### src/rtl/dmem_arbiter.sv
// Shares the single-port data memory between the pipeline (fixed priority) and a DMA port with starvation-forced DMA grants.
// Latency: 1 cycle from acceptance to rsp_valid; backpressure: combinational per-port ready, at most one high, p_stall = p_req_valid & ~p_req_ready.
module dmem_arbiter #(
  parameter int ADDR_W       = 8,
  parameter int DATA_W       = 8,
  parameter int STARVE_LIMIT = 4
) (
  input  logic              clk,
  input  logic              rst_n,
  input  logic              p_req_valid,
  input  logic              p_req_write,
  input  logic [ADDR_W-1:0] p_addr,
  input  logic [DATA_W-1:0] p_wdata,
  output logic              p_req_ready,
  output logic              p_stall,
  output logic              p_rsp_valid,
  output logic [DATA_W-1:0] p_rdata,
  input  logic              d_req_valid,
  input  logic              d_req_write,
  input  logic [ADDR_W-1:0] d_addr,
  input  logic [DATA_W-1:0] d_wdata,
  output logic              d_req_ready,
  output logic              d_rsp_valid,
  output logic [DATA_W-1:0] d_rdata,
  output logic [ADDR_W-1:0] mem_addr,
  output logic [DATA_W-1:0] mem_wdata,
  output logic              mem_write_en,
  output logic              mem_read_en,
  input  logic [DATA_W-1:0] mem_rdata
);

  typedef enum logic {
    P_PRI   = 1'b0,
    D_FORCE = 1'b1
  } state_t;

  localparam logic [3:0] LIMIT = 4'(STARVE_LIMIT);

  state_t     state;
  logic [3:0] starve_cnt;
  logic [3:0] starve_nxt;
  logic       p_gnt;
  logic       d_gnt;

  always_comb begin
    p_gnt = p_req_valid & ~((state == D_FORCE) & d_req_valid);
    d_gnt = d_req_valid & ~p_gnt;
  end

  assign p_req_ready = p_gnt;
  assign d_req_ready = d_gnt;
  assign p_stall     = p_req_valid & ~p_gnt;

  // Memory pins are driven straight from the winning port; idle parks everything at zero.
  always_comb begin
    mem_addr     = '0;
    mem_wdata    = '0;
    mem_write_en = 1'b0;
    mem_read_en  = 1'b0;
    if (p_gnt) begin
      mem_addr     = p_addr;
      mem_wdata    = p_wdata;
      mem_write_en = p_req_write;
      mem_read_en  = ~p_req_write;
    end else if (d_gnt) begin
      mem_addr     = d_addr;
      mem_wdata    = d_wdata;
      mem_write_en = d_req_write;
      mem_read_en  = ~d_req_write;
    end
  end

  always_comb begin
    starve_nxt = starve_cnt;
    if (d_gnt || !d_req_valid) begin
      starve_nxt = '0;
    end else if (starve_cnt != LIMIT) begin
      starve_nxt = starve_cnt + 4'd1;
    end
  end

  always_ff @(posedge clk or negedge rst_n) begin
    if (!rst_n) begin
      state       <= P_PRI;
      starve_cnt  <= '0;
      p_rsp_valid <= 1'b0;
      d_rsp_valid <= 1'b0;
      p_rdata     <= '0;
      d_rdata     <= '0;
    end else begin
      starve_cnt  <= starve_nxt;
      p_rsp_valid <= p_gnt;
      d_rsp_valid <= d_gnt;
      if (p_gnt) p_rdata <= p_req_write ? '0 : mem_rdata;
      if (d_gnt) d_rdata <= d_req_write ? '0 : mem_rdata;
      case (state)
        P_PRI:   if (starve_nxt == LIMIT) state <= D_FORCE;
        D_FORCE: if (d_gnt || !d_req_valid) state <= P_PRI;
        default: state <= P_PRI;
      endcase
    end
  end

endmodule

### config.mk
export PLATFORM = sky130hd
export DESIGN_NAME = dmem_arbiter
export DESIGN_NICKNAME = d
export VERILOG_FILES = /design/src/rtl/dmem_arbiter.sv
export SDC_FILE = /design/constraint.sdc
export NUM_CORES = 1
export LEC_CHECK = 0
export CAP_MARGIN = 40
export CORE_UTILIZATION = 38
export DETAILED_ROUTE_END_ITERATION = 10
export GPL_TIMING_DRIVEN = 0
export PLACE_DENSITY = 0.93
export SLEW_MARGIN = 20
export SYNTH_ARGS = -nofsm -noshare
export SYNTH_HDL_FRONTEND = slang
export SYNTH_SLANG_ARGS = --single-unit
export TNS_END_PERCENT = 10
### constraint.sdc
create_clock -name clk -period 2.1 [get_ports clk]
set_input_delay 0.315 -clock clk [delete_from_list [all_inputs] [get_ports clk]]
set_output_delay 0.315 -clock clk [all_outputs]
set_load 0.05 [all_outputs]
* Word-level counts from Yosys, hierarchy flattened
Index checks and enable logic that the tools add are counted.
Widths: inputs -> output; s select.
** Word-level totals
- Register bits after elaboration :: 23
- Input port bits :: 46
** Operators by class
- $add $sub $neg :: 1
- Bitwise logic cells :: 9
- Equal/unequal tests :: 2
- Multiplexer cells :: 15
- Reductions and logical operators :: 2
** Operators with widths (count)
- $mux 8 :: 6
- $mux 4 :: 2
- $mux 1 :: 6
- $not 1->1 :: 5
- $add 4x1->4 const B :: 1
- $and 1x1->1 :: 4
- $eq 4x3->1 const B :: 1
- $ne 4x3->1 const B :: 1
- $pmux 1 s2 :: 1
- $logic_not 1->1 :: 1
- $logic_or 1x1->1 :: 1

* Logic depth before layout (Yosys ltp)
- Depth in word-level cells :: 10
- Gate-level depth with buffers :: 5

* Worst setup path after synthesis
Ideal clock, no wire load.
- Path kind :: register -> output
- From :: register state
- To :: output mem_read_en
- Stages on the path, launching flop included :: 4
- Slack :: 251 ps
- Path buffers :: 1
- Arrival :: 1534 ps
- Required time :: 1785 ps
- Path through :: dfrtp_1 > a21bo_2 > buf_2 > o22ai_1
** Between the ends
- Cells in the longest elaborated chain, start to end :: 7
** RTL lines
- start, declared :: line 39 : state_t state;
- start signal, assigned :: line 84 : state <= P_PRI;
- start signal, assigned :: line 97 : P_PRI: if (starve_nxt == LIMIT) state <= D_FORCE;
- start signal, assigned :: line 98 : D_FORCE: if (d_gnt || !d_req_valid) state <= P_PRI;
- $and 1x1->1 * :: line 46 : p_gnt = p_req_valid & ~((state == D_FORCE) & d_req_valid);
- $not 1->1 * :: line 46
- $and 1x1->1 * :: line 46
- $not 1->1 :: line 47 : d_gnt = d_req_valid & ~p_gnt;
- $and 1x1->1 :: line 47
- $mux 1 :: line 65 : end else if (d_gnt) begin
- $mux 1 * :: line 60 : if (p_gnt) begin
- end, declared :: line 28 : output logic mem_read_en,
Every way passes the cells marked *; elsewhere a longest branch is shown, timed or not.

* Worst setup path in the final report
- From :: input p_req_valid
- To :: output mem_addr[3]
** Between the ends
- Cells in the longest elaborated chain, start to end :: 5
** RTL lines
- start, declared :: line 10 : input logic p_req_valid,
- $and 1x1->1 * :: line 46
- $not 1->1 :: line 47
- $and 1x1->1 :: line 47
- $mux 8 :: line 65
- $mux 8 * :: line 60
- end, declared :: line 25 : output logic [ADDR_W-1:0] mem_addr,
Marked as above.

==> impl_results.md <==
* DIE AREA at 3510 sq um
* Reg clk slew, reported paths at 0.12 ns
* CP Max Fanout at 10
* Fraction of registers with async set/reset at 100%
* Worst skew pair latency at 0.31 ns
* Yosys top cell area share at 46.2%
* Leakage power at 0.985 nW
* Most used cell, CP: buf_4
* Register area share after synthesis at 46.2%
* Port Buffers at 84
* Biggest area consumer among synthesized cells: dfrtp_1
* Area contributors post-synth: dfrtp_1, a22o_1, nand3b_1
* Design area at 2110 sq um
* Number of global-route vias before repair at 1141
* CTS H-tree lvls at 1
* Slew Limit Fails at 0
* Slew HR at 64.2%
* Dpl cell area at 2160 sq um
* Unrepaired setup endpoints after global routing: yes
* Hold Fails Final Rpt at 0
* CTS Sinks at 23
* Max Cap Viol at 0
* Slowest cell on crit path: clkdlybuf4s50_1
* Total of fill cells in the finished design at 261
* Synthesis-to-layout area growth at 69.5%
* Ant diodes at 0
* 1st-pass router iterations at 4
* Routed wire length at 3360 um
* CTS Hold Buffers Added at 0
* Tmin final at 2.09 ns
* HP Class: in -> async
* Final Setup Violations at 0
* Setup crit start: p_req_valid
* Worst IR drop on VDD at 0.380 mV
* Synth cell types at 29
* Critical Path RT at 1.78 ns
* Die H at 59.2 um
* Total core area at 3080 sq um
* CTS tree: done
* Largest net degree at the start of global routing at 16
* CTS Buffer Depth at 2
* #FFs+latches synth at 23
* Power Density at 592 nW/um^2
* CTS Buf Count at 3
* Avg WL per Cell at 13.3 um
* Most common cell in the netlist: dfrtp_1
* Slowest stage delay, CP at 0.52 ns
* # IOs at 85
* Post-Syn Instances at 119
* CTS root buf: clkbuf_4
* Crit share post-route at 99.4%
* Max Freq at 0.479 GHz
* Status: finished, final reports clean
* Synthesized Nets at 167
* First-pass GRT wire length at 5400 um
* Least-Margin Pin Slew at 0.535 ns
* # rows at 20
* Netlist Area Pre-Place at 1240 sq um
* All-Layer GR Usage at 20.7%
* Synth Flop Type: dfrtp_1
* Clk_skew at 0.00368 ns
* Fin nets at 257
* Initial DRC Count at 22
* Layout cells sized above 1 at 21.2%
* Vias/cell at 4.75
* Number of synthesized flops with an enable pin at 0
* Startpoint Class: input port
* Top post-synthesis cells by count: dfrtp_1, nand2_1, a22o_1
* Drt drc at 0
* Initial antenna violation count at 0
* Final ANT Viol Nets at 0
* DPL Wire Length at 2750 um
* RR Startpoint: starve_cnt[0]
* Critical Path AT at 1.77 ns
* Critical path, cell by cell: clkdlybuf4s50_1 > a21bo_2 > inv_2 > buf_4 > a22o_1 > buf_4
* Placer Congestion at 0.758
* Synth warn at 0
* Vias at 1197
* Syn avg cell area at 10.5 sq um
* Gr ovfl total at 0
* Starting density of the core at 40.4%
* Setup_tns at 0 ns
* Die Wd at 59.2 um
* Worst Setup End Kind: output pin
* CP Class: in -> out
[path summary, 6_finish.rpt]
check | end | slack [ns] | cells past startpoint
max in group asynchronous | d_rdata[3] | 1.37 | 2
min in group clk | p_rdata[0] | 0.48 | 2
max | mem_addr[3] | 0.01 | 6
max reg2reg | state | 0.51 | 4
min reg2reg | p_rdata[0] | 0.48 | 2
min | starve_cnt[3] | 0.29 | 1
[kinds of logic (layout without fill, tap and decap cells)]
kind of cell    Yosys count  in the layout  share of synthesized area [%]
xor+xnor                  1              1                          0.704
fa+ha+maj                 2              2                           2.01
simple gates             52             52                           22.3
buf+inv                  10             99                           4.62
flops                    23             23                           46.2
mux                       9              9                           8.94
compound gates           22             22                           15.2
[where the power goes]
part / internal (mW) / leakage, nW / switching (mW)
Combinational: 0.223 / 0.670 / 0.326
Clock: 0.0742 / 0.0150 / 0.129
Sequential: 0.477 / 0.301 / 0.0207
Total: 0.774 / 0.985 / 0.475
[layout make-up]
type	instances	area (sq um)	area share, %
timing repair buffer	85	785	37.2
multi-input combinational	86	612	29.0
sequential	23	576	27.3
tap	44	55.1	2.61
buffer	5	36.3	1.72
clock buffer	4	26.3	1.24
inverter	5	21.3	1.01
[registers in the layout, indices dropped and copies added, names as in the netlist]
register	flops
d_rdata	8
p_rdata	8
starve_cnt	4
d_rsp_valid	1
p_rsp_valid	1
state	1
[per-layer routing]
layer | track usage, % | wire length (um) | part of all wire (%)
met1 | 26.3 | 1370 | 41
met2 | 36.1 | 1810 | 54
met3 | 3.93 | 165 | 4.9
met4 | 5.10 | 19 | 0.57
met5 | 0 | 0 | 0
[cells in the final DEF, fill, tap and decap left out, drive strengths merged]
master | Yosys | layout
a2111oi | 1 | 1
a21bo | 1 | 1
a22o | 16 | 16
and2b | 1 | 1
and3 | 1 | 1
buf | 5 | 25
clkbuf | 0 | 5
clkdlybuf4s50 | 0 | 63
dfrtp | 23 | 23
dlygate4sd2 | 0 | 1
ha | 2 | 2
inv | 5 | 5
mux2 | 8 | 8
mux2i | 1 | 1
nand2 | 20 | 20
nand2b | 1 | 1
nand3 | 2 | 2
nand3b | 11 | 11
nand4 | 1 | 1
nor2 | 5 | 5
nor2b | 8 | 8
o21a | 1 | 1
o21ai | 2 | 2
o22ai | 1 | 1
or2 | 2 | 2
xnor2 | 1 | 1
[critical path, delay by kind of cell]
kind,cells,cell delay (ns)
buffers and inverters,4,1.03
AO/OA/AOI/OAI,2,0.42
[per-stage QoR]
step,power (mW),setup slack [ns],instances,util [%],hold WS (ns)
after floorplan,0.827,0.251,119,-,0.0194
after CTS,1.27,0.0174,252,69.9,0.296
after detailed placement,1.07,-0.582,248,70.0,0.456
after global routing,1.32,-0.0497,252,68.6,0.306
final,1.25,0.0126,252,68.6,0.293
after global placement,1.06,-0.593,247,69.6,0.450
[what timing repair did]
| item | CTS | global route |
|---|---|---|
| buffers inserted | 0 | 0 |
| gates resized for setup | 98 | 15 |
| pin swaps | 0 | 0 |
| setup endpoints to repair | 21 | 19 |
No activity file was read; power rests on OpenSTA's default activity.
